==> config.mk <==
export PLATFORM = sky130hd
export DESIGN_NAME = ifetch_flat
export DESIGN_NICKNAME = d
export VERILOG_FILES = /design/src/rtl/sisc_pkg.sv /design/src/rtl/ifetch_if.sv /design/src/rtl/ifetch_pc_reg.sv /design/src/rtl/ifetch.sv /design/src/flat_wrapper.sv
export SDC_FILE = /design/constraint.sdc
export NUM_CORES = 1
export LEC_CHECK = 0
export ABC_CLOCK_PERIOD_IN_PS = 3300
export CAP_MARGIN = 20
export CORE_ASPECT_RATIO = 0.5
export CORE_MARGIN = 1
export CORE_UTILIZATION = 26
export DETAILED_ROUTE_END_ITERATION = 8
export PLACE_DENSITY = 0.62
export REMOVE_ABC_BUFFERS = 1
export SYNTH_ARGS = -nofsm -noshare
export SYNTH_HDL_FRONTEND = slang
export SYNTH_SLANG_ARGS = --single-unit
==> constraint.sdc <==
create_clock -name clk -period 3.3 [get_ports clk]
set_input_delay 0.825 -clock clk [delete_from_list [all_inputs] [get_ports clk]]
set_output_delay 0.825 -clock clk [all_outputs]
set_load 0.02 [all_outputs]
==> src/rtl/sisc_pkg.sv <==
// Shared definitions for the instruction-fetch slice: fetch FSM encoding,
// instruction word width and the default reset PC.
package sisc_pkg;

    localparam int INSTR_W          = 32;
    localparam int DEFAULT_RESET_PC = 0;

    typedef enum logic [1:0] {
        FETCH = 2'd0,
        WAIT  = 2'd1,
        FULL  = 2'd2
    } fetch_state_t;

endpackage

==> src/rtl/ifetch_if.sv <==
// Bus bundle between the fetch unit (master) and its environment (slave):
// instruction-memory read port, instruction register hand-off and redirect input.
interface ifetch_if #(
    parameter int ADDR_W = 16
);

    // imem: imem_req is a one-cycle strobe carrying imem_addr; at most one read is
    // outstanding and imem_valid/imem_rdata return it at least one cycle later, in order.
    // ir: ir/pc_out are held while ir_valid=1 until a cycle with ir_ack=1 consumes them;
    // br_taken in the same cycle overrides ir_ack.
    logic                         imem_req;
    logic [ADDR_W-1:0]            imem_addr;
    logic                         imem_valid;
    logic [sisc_pkg::INSTR_W-1:0] imem_rdata;
    logic [sisc_pkg::INSTR_W-1:0] ir;
    logic                         ir_valid;
    logic                         ir_ack;
    logic                         br_taken;
    logic [ADDR_W-1:0]            br_target;
    logic [ADDR_W-1:0]            pc_out;

    modport master (
        output imem_req, imem_addr, ir, ir_valid, pc_out,
        input  imem_valid, imem_rdata, ir_ack, br_taken, br_target
    );

    modport slave (
        input  imem_req, imem_addr, ir, ir_valid, pc_out,
        output imem_valid, imem_rdata, ir_ack, br_taken, br_target
    );

endinterface

==> src/rtl/ifetch_pc_reg.sv <==
// Program counter register: load beats increment, increment wraps modulo 2^ADDR_W.
module pc_reg
    import sisc_pkg::*;
#(
    parameter int                ADDR_W   = 16,
    parameter logic [ADDR_W-1:0] RESET_PC = ADDR_W'(DEFAULT_RESET_PC)
) (
    input  logic              clk,
    input  logic              rst_f,
    input  logic              inc_i,
    input  logic              load_i,
    input  logic [ADDR_W-1:0] load_val_i,
    output logic [ADDR_W-1:0] pc_o
);

    logic [ADDR_W-1:0] pc_q;
    logic [ADDR_W-1:0] pc_d;

    always_comb begin
        pc_d = pc_q;
        if (load_i) begin
            pc_d = load_val_i;
        end else if (inc_i) begin
            pc_d = pc_q + ADDR_W'(1);
        end
    end

    always_ff @(posedge clk or negedge rst_f) begin
        if (!rst_f) begin
            pc_q <= RESET_PC;
        end else begin
            pc_q <= pc_d;
        end
    end

    assign pc_o = pc_q;

endmodule

==> src/rtl/ifetch.sv <==
// Instruction fetch unit: FETCH/WAIT/FULL sequencer, instruction register and redirect.
// Define IFETCH_REL_BRANCH_EN to treat br_target as an offset from pc_out+1.
module ifetch
    import sisc_pkg::*;
#(
    parameter int                ADDR_W   = 16,
    parameter logic [ADDR_W-1:0] RESET_PC = ADDR_W'(DEFAULT_RESET_PC)
) (
    input  logic         clk,
    input  logic         rst_f,
    ifetch_if.master     bus,
    output fetch_state_t state_dbg_o
);

    fetch_state_t       state_q, state_d;
    logic [INSTR_W-1:0] ir_q, ir_d;
    logic               ir_valid_q, ir_valid_d;
    logic [ADDR_W-1:0]  pc_out_q, pc_out_d;
    logic               drop_q, drop_d;
    logic [ADDR_W-1:0]  pc;
    logic [ADDR_W-1:0]  br_dest;
    logic               pc_inc;
    logic               pc_load;

`ifdef IFETCH_REL_BRANCH_EN
    // Operands share the PC width, so sign extension reduces to a modular add.
    assign br_dest = pc_out_q + ADDR_W'(1) + bus.br_target;
`else
    assign br_dest = bus.br_target;
`endif

    pc_reg #(
        .ADDR_W   (ADDR_W),
        .RESET_PC (RESET_PC)
    ) u_pc_reg (
        .clk        (clk),
        .rst_f      (rst_f),
        .inc_i      (pc_inc),
        .load_i     (pc_load),
        .load_val_i (br_dest),
        .pc_o       (pc)
    );

    always_comb begin
        state_d    = state_q;
        ir_d       = ir_q;
        ir_valid_d = ir_valid_q;
        pc_out_d   = pc_out_q;
        drop_d     = drop_q;
        pc_inc     = 1'b0;
        pc_load    = 1'b0;

        // The abandoned read's response clears the flag wherever it lands.
        if (drop_q && bus.imem_valid) begin
            drop_d = 1'b0;
        end

        case (state_q)
            FETCH: state_d = WAIT;
            WAIT: begin
                if (bus.imem_valid && !drop_q) begin
                    ir_d       = bus.imem_rdata;
                    pc_out_d   = pc;
                    pc_inc     = 1'b1;
                    ir_valid_d = 1'b1;
                    state_d    = FULL;
                end
            end
            FULL: begin
                if (bus.ir_ack) begin
                    ir_valid_d = 1'b0;
                    state_d    = FETCH;
                end
            end
            default: state_d = FETCH;
        endcase

        if (bus.br_taken) begin
            state_d    = FETCH;
            ir_d       = ir_q;
            ir_valid_d = 1'b0;
            pc_out_d   = pc_out_q;
            pc_inc     = 1'b0;
            pc_load    = 1'b1;
            // Mark the read still in flight so its response is discarded.
            if (state_q == WAIT && !(bus.imem_valid && !drop_q)) begin
                drop_d = 1'b1;
            end
        end
    end

    always_ff @(posedge clk or negedge rst_f) begin
        if (!rst_f) begin
            state_q    <= FETCH;
            ir_q       <= '0;
            ir_valid_q <= 1'b0;
            pc_out_q   <= '0;
            drop_q     <= 1'b0;
        end else begin
            state_q    <= state_d;
            ir_q       <= ir_d;
            ir_valid_q <= ir_valid_d;
            pc_out_q   <= pc_out_d;
            drop_q     <= drop_d;
        end
    end

    // A redirect in FETCH withholds the strobe so no read is issued for the old PC.
    assign bus.imem_req  = rst_f && (state_q == FETCH) && !bus.br_taken;
    assign bus.imem_addr = pc;
    assign bus.ir        = ir_q;
    assign bus.ir_valid  = ir_valid_q;
    assign bus.pc_out    = pc_out_q;
    assign state_dbg_o   = state_q;

endmodule

==> src/flat_wrapper.sv <==
// flat-port wrapper written by rule: the top's interface ports become plain ports
module ifetch_flat import sisc_pkg::*;
#(
    parameter int                ADDR_W   = 16,
    parameter logic [ADDR_W-1:0] RESET_PC = ADDR_W'(DEFAULT_RESET_PC)
)
  (clk, rst_f, state_dbg_o, bus_imem_req, bus_imem_addr, bus_ir, bus_ir_valid, bus_pc_out, bus_imem_valid, bus_imem_rdata, bus_ir_ack, bus_br_taken, bus_br_target);
  ifetch_if #(.ADDR_W(ADDR_W)) bus_i ();
  input  logic clk;
  input  logic rst_f;
  output fetch_state_t state_dbg_o;
  output wire logic [$bits(bus_i.imem_req)-1:0] bus_imem_req;
  output wire logic [$bits(bus_i.imem_addr)-1:0] bus_imem_addr;
  output wire logic [$bits(bus_i.ir)-1:0] bus_ir;
  output wire logic [$bits(bus_i.ir_valid)-1:0] bus_ir_valid;
  output wire logic [$bits(bus_i.pc_out)-1:0] bus_pc_out;
  input wire logic [$bits(bus_i.imem_valid)-1:0] bus_imem_valid;
  input wire logic [$bits(bus_i.imem_rdata)-1:0] bus_imem_rdata;
  input wire logic [$bits(bus_i.ir_ack)-1:0] bus_ir_ack;
  input wire logic [$bits(bus_i.br_taken)-1:0] bus_br_taken;
  input wire logic [$bits(bus_i.br_target)-1:0] bus_br_target;
  assign bus_imem_req = bus_i.imem_req;
  assign bus_imem_addr = bus_i.imem_addr;
  assign bus_ir = bus_i.ir;
  assign bus_ir_valid = bus_i.ir_valid;
  assign bus_pc_out = bus_i.pc_out;
  assign bus_i.imem_valid = bus_imem_valid;
  assign bus_i.imem_rdata = bus_imem_rdata;
  assign bus_i.ir_ack = bus_ir_ack;
  assign bus_i.br_taken = bus_br_taken;
  assign bus_i.br_target = bus_br_target;
  ifetch #(.ADDR_W(ADDR_W), .RESET_PC(RESET_PC)) u_core (.clk(clk), .rst_f(rst_f), .bus(bus_i), .state_dbg_o(state_dbg_o));
endmodule
==> metrics.md <==
| Metric | Value |
|---|---|
| TritonRoute pass-1 iters | 4 |
| Top Usage Layer GRT | met2 |
| PostCTS Resize Cnt | 0 |
| Crit path max fanout | 2 |
| Compound-cell area share of the yosys netlist | 0.0561 |
| Clock share of power | 0.264 |
| Worst hold path type | register to register |
| H-Tree Depth | 3 |
| Critical path class | input pin to primary output |
| DP Worst Slack | between 200 and 300 ps |
| Root buf cell | clkbuf_16 |
| Sink Count | a little under 70 |
| Status | complete, no violations |
| Maximum VDD drop | ~0.22 mV |
| CP startpoint | bus_br_taken |
| Cell area after synthesis | 2830 µm² |
| Buf/Inv on CP | 2 |
| Reg2reg path depth | 5 |
| Critical path destination | bus_imem_req |
| DR iter-0 viols | 114 |
| Setup Skew | ~7.7 ps |
| Wire per inst | about 15 µm |
| Setup violators final | 0 |
| Synth top area cells | dfrtp_1 (60%), mux2_2 (19%), o21ai_0 (2.1%), nand2_1 (2.1%), xnor2_1 (1.9%) |
| Core area | 10,400 µm² |
| Post-synthesis mux area share | 0.195 |
| Final Max Slew Viols | 0 |
| Mapped Cells | around 220 |
| Top delay family on crit path | buffers and inverters |
| CP peak stage delay | between 600 and 700 ps |
| Gr usage total | 0.132 |
| Synth Flop Type | dfrtp_1 |
| Number of enable flip-flop cells after synthesis | 0 |
| Worst Tran Pin Value | approximately 860 ps |
| Comb pwr share | 0.356 |
| Combinational family with the most area after synthesis | multiplexers |
| TritonCTS clock tree | done |
| Synth area leader | dfrtp_1 |
| Commonest cells post-synth | dfrtp_1 (68), mux2_2 (48), nand2_1 (16), o21ai_0 (12), nor2_1 (8) |
| Starting Density | 0.273 |
| Layout cells sized above 1 | 0.204 |
| Final net count | around 400 |
| Startpoint Class | input pin |
| Rows | 26 |
| Slew margin rel. | 0.428 |
| Power share of the sequential group | 0.380 |
| Post-Synth Adder-Cell Area | 0.00442 |
| I/O pins | between 100 and 150 |
| Vias in the first global route | approximately 2.2k |
| Critical path arrival | roughly 2200 ps |
| Drc violations | 0 |
| DIE AREA | 11,300 µm² |
| WP data required | 2470 ps |
| CP Depth | 3 |
| Internal power | approximately 2.2 mW |
| Final ANT Viol Nets | 0 |
| Worst r2r src | u_core.state_dbg_o[1]$_DFFE_PN0P_ |
| Gpl congestion | between 0.7 and 0.8 |
| Share of the synthesized area in the top cell type | 0.601 |
| Crit-path most repeated cell | clkdlybuf4s50_1 |
| RSZ-0062 raised after global routing | false |
| Fillers | around 960 |
| Total number of yosys warnings | 0 |
| Final hold violations | 0 |
| HPWL after DPL | between 5000 and 6000 µm |
| Chip Width | roughly 150 µm |
| Global-route track usage on met1 | 0.156 |
| Leak | between 1.5 and 2 nW |
| Share of flip-flops with an asynchronous set or reset | 1.00 |
| Final core occ | 0.433 |
| Power Total | ~3.2 mW |
| Crit path capture type | primary output |
| XOR/XNOR Fraction of Synth Area | 0.0279 |
| First-pass GRT wire length | between 10,000 and 15,000 µm |
| Via count | ~2.2k |
| Fmax | ~330 MHz |
| Sw Share | 0.309 |
| Post-CTS Setup Inserts | 0 |
| Met3 Use GR | 0.0431 |
| R2R setup slack | 1180 ps |
| Non-filler cells, final | 488 |
| Worst-path clk slew | 50 ps |
| Met2 usage | 0.225 |
| Largest net degree at the start of global routing | ~70 |
| Setup TNS | 0 ps |
| Layout area overhead | 58.7% |
| Final period util | 0.927 |
| Diodes inserted | 0 |
| Period minus WS final | slightly above 3000 ps |
| Maxcap violations | 0 |
| CP cell instances | clkdlybuf4s50_1 > nor4b_1 > clkdlybuf4s50_1 |
| Via density | roughly 4.4 |
| Net switching power | slightly below 1 mW |
| Post-cts hold buffer count | 0 |
| P per Cell Area | between 700 and 800 nW/µm² |
| Post-synthesis sequential area ratio | 0.601 |
| Overflow after GRT | 0 |
| Count leader, synth | dfrtp_1 |
| Port Buffer Count | between 100 and 150 |
| RR Endpoint | u_core.u_pc_reg.pc_o[10]$_DFFE_PN0P_ |
| Flops & latches, synth | between 60 and 70 |
| Cells after DPL | roughly 470 |
| Clk_lat worst skew | 320 ps |
| Num CTS Buffers | 9 |
| Post-Syn Area per Cell | roughly 13 µm² |
| Post-route setup slack | around 240 ps |
| WL final | around 7300 µm |
| CP max-delay cell | clkdlybuf4s50_1 |
| Die Ht | ~76 µm |
| Clock buffer depth | 2 |
| Initial antenna violation count | 0 |
| Synth cell types | 36 |
| Simple logic cell fraction of the synthesized area | 0.0959 |
## registers in the layout (all words and copies together) (netlist names)
name / flops
u_core.bus.ir_valid: 1
u_core.u_pc_reg.pc_o: 16
u_core.state_dbg_o: 2
u_core.drop_q: 1
u_core.bus.pc_out: 16
u_core.bus.ir: 32
## layout by cell type (no fill, tap or decap), drive strengths merged, types with 3 or more instances in the layout
master / netlist / final
clkdlybuf4s50: 0 / 119
dfrtp: 68 / 68
mux2: 48 / 48
nand2: 16 / 16
o21ai: 12 / 12
clkbuf: 3 / 12
nor2: 8 / 8
buf: 7 / 8
xnor2: 6 / 6
nand4: 5 / 5
a31oi: 4 / 4
inv: 3 / 3
nand3: 3 / 3
xor2: 3 / 3
or4: 3 / 3
nor4: 3 / 3
nor3: 3 / 3
## power by group through the flow
stage	combinational, mW	clock (mW)	sequential, mW
6_report	1.13	0.842	1.21
5_1_grt	1.20	0.906	1.24
4_1_cts	1.15	0.865	1.21
3_5_place_dp	1.15	0	1.22
3_3_place_gp	1.14	0	1.21
2_1_floorplan	0.242	0	1.48
## final cells by class
class	count	area, µm²	share of cell area
clock buffers	12	246	0.0549
multi-input cells	135	1080	0.240
repair buffers	127	1260	0.281
well taps	140	175	0.0390
inverters	4	15.0	0.00334
clock inverters	2	12.5	0.00279
flip-flops and latches	68	1700	0.379
## cell families (layout without fill, tap and decap cells)
kind of cell | after synthesis | after routing
AND/OR/NAND/NOR | 51 | 51
multiplexers | 49 | 49
buffers and inverters | 14 | 145
adder cells (fa/ha/maj) | 1 | 1
AO/OA/AOI/OAI | 25 | 25
XOR/XNOR | 9 | 9
flip-flops | 68 | 68
## worst min-delay path by stage
stage / depth (start not counted) / startpoint / end / slack [ps]
after floorplan: 2 / u_core.drop_q$_DFF_PN0_ / u_core.drop_q$_DFF_PN0_ / 480
final: 1 / u_core.bus.ir[17]$_DFFE_PN0P_ / u_core.bus.ir[17]$_DFFE_PN0P_ / 500
after global routing: 1 / u_core.bus.pc_out[13]$_DFFE_PN0P_ / u_core.bus.pc_out[13]$_DFFE_PN0P_ / 520
after detailed placement: 1 / u_core.bus.ir[16]$_DFFE_PN0P_ / u_core.bus.ir[16]$_DFFE_PN0P_ / 490
after CTS: 1 / u_core.bus.ir[16]$_DFFE_PN0P_ / u_core.bus.ir[16]$_DFFE_PN0P_ / 510
after global placement: 1 / u_core.bus.ir[30]$_DFFE_PN0P_ / u_core.bus.ir[30]$_DFFE_PN0P_ / 490
## worst register-to-register path: cells and delay by family, from the launching register on
kind	cells	cell delay (ps)
buffers and inverters	1	180
and+or+nand+nor	3	1230
AOI/OAI and AO/OA	1	170
DFF	1	460
## routing by layer
metal  share of wire  vias up
met1            0.43     1080
met3           0.038        9
li1                -     1034
met5               0        -
met4           0.012        0
met2            0.52       42
## metrics by stage
| step | hold slack (ps) | cell area (µm²) |
|---|---|---|
| final | 501 | 4490 |
| after global routing | 522 | 4490 |
| after CTS | 505 | 4490 |
| after detailed placement | 495 | 4230 |
| after global placement | 488 | 4230 |
| after floorplan | 479 | 2790 |
Note: power is estimated with default switching activity, not from simulation.
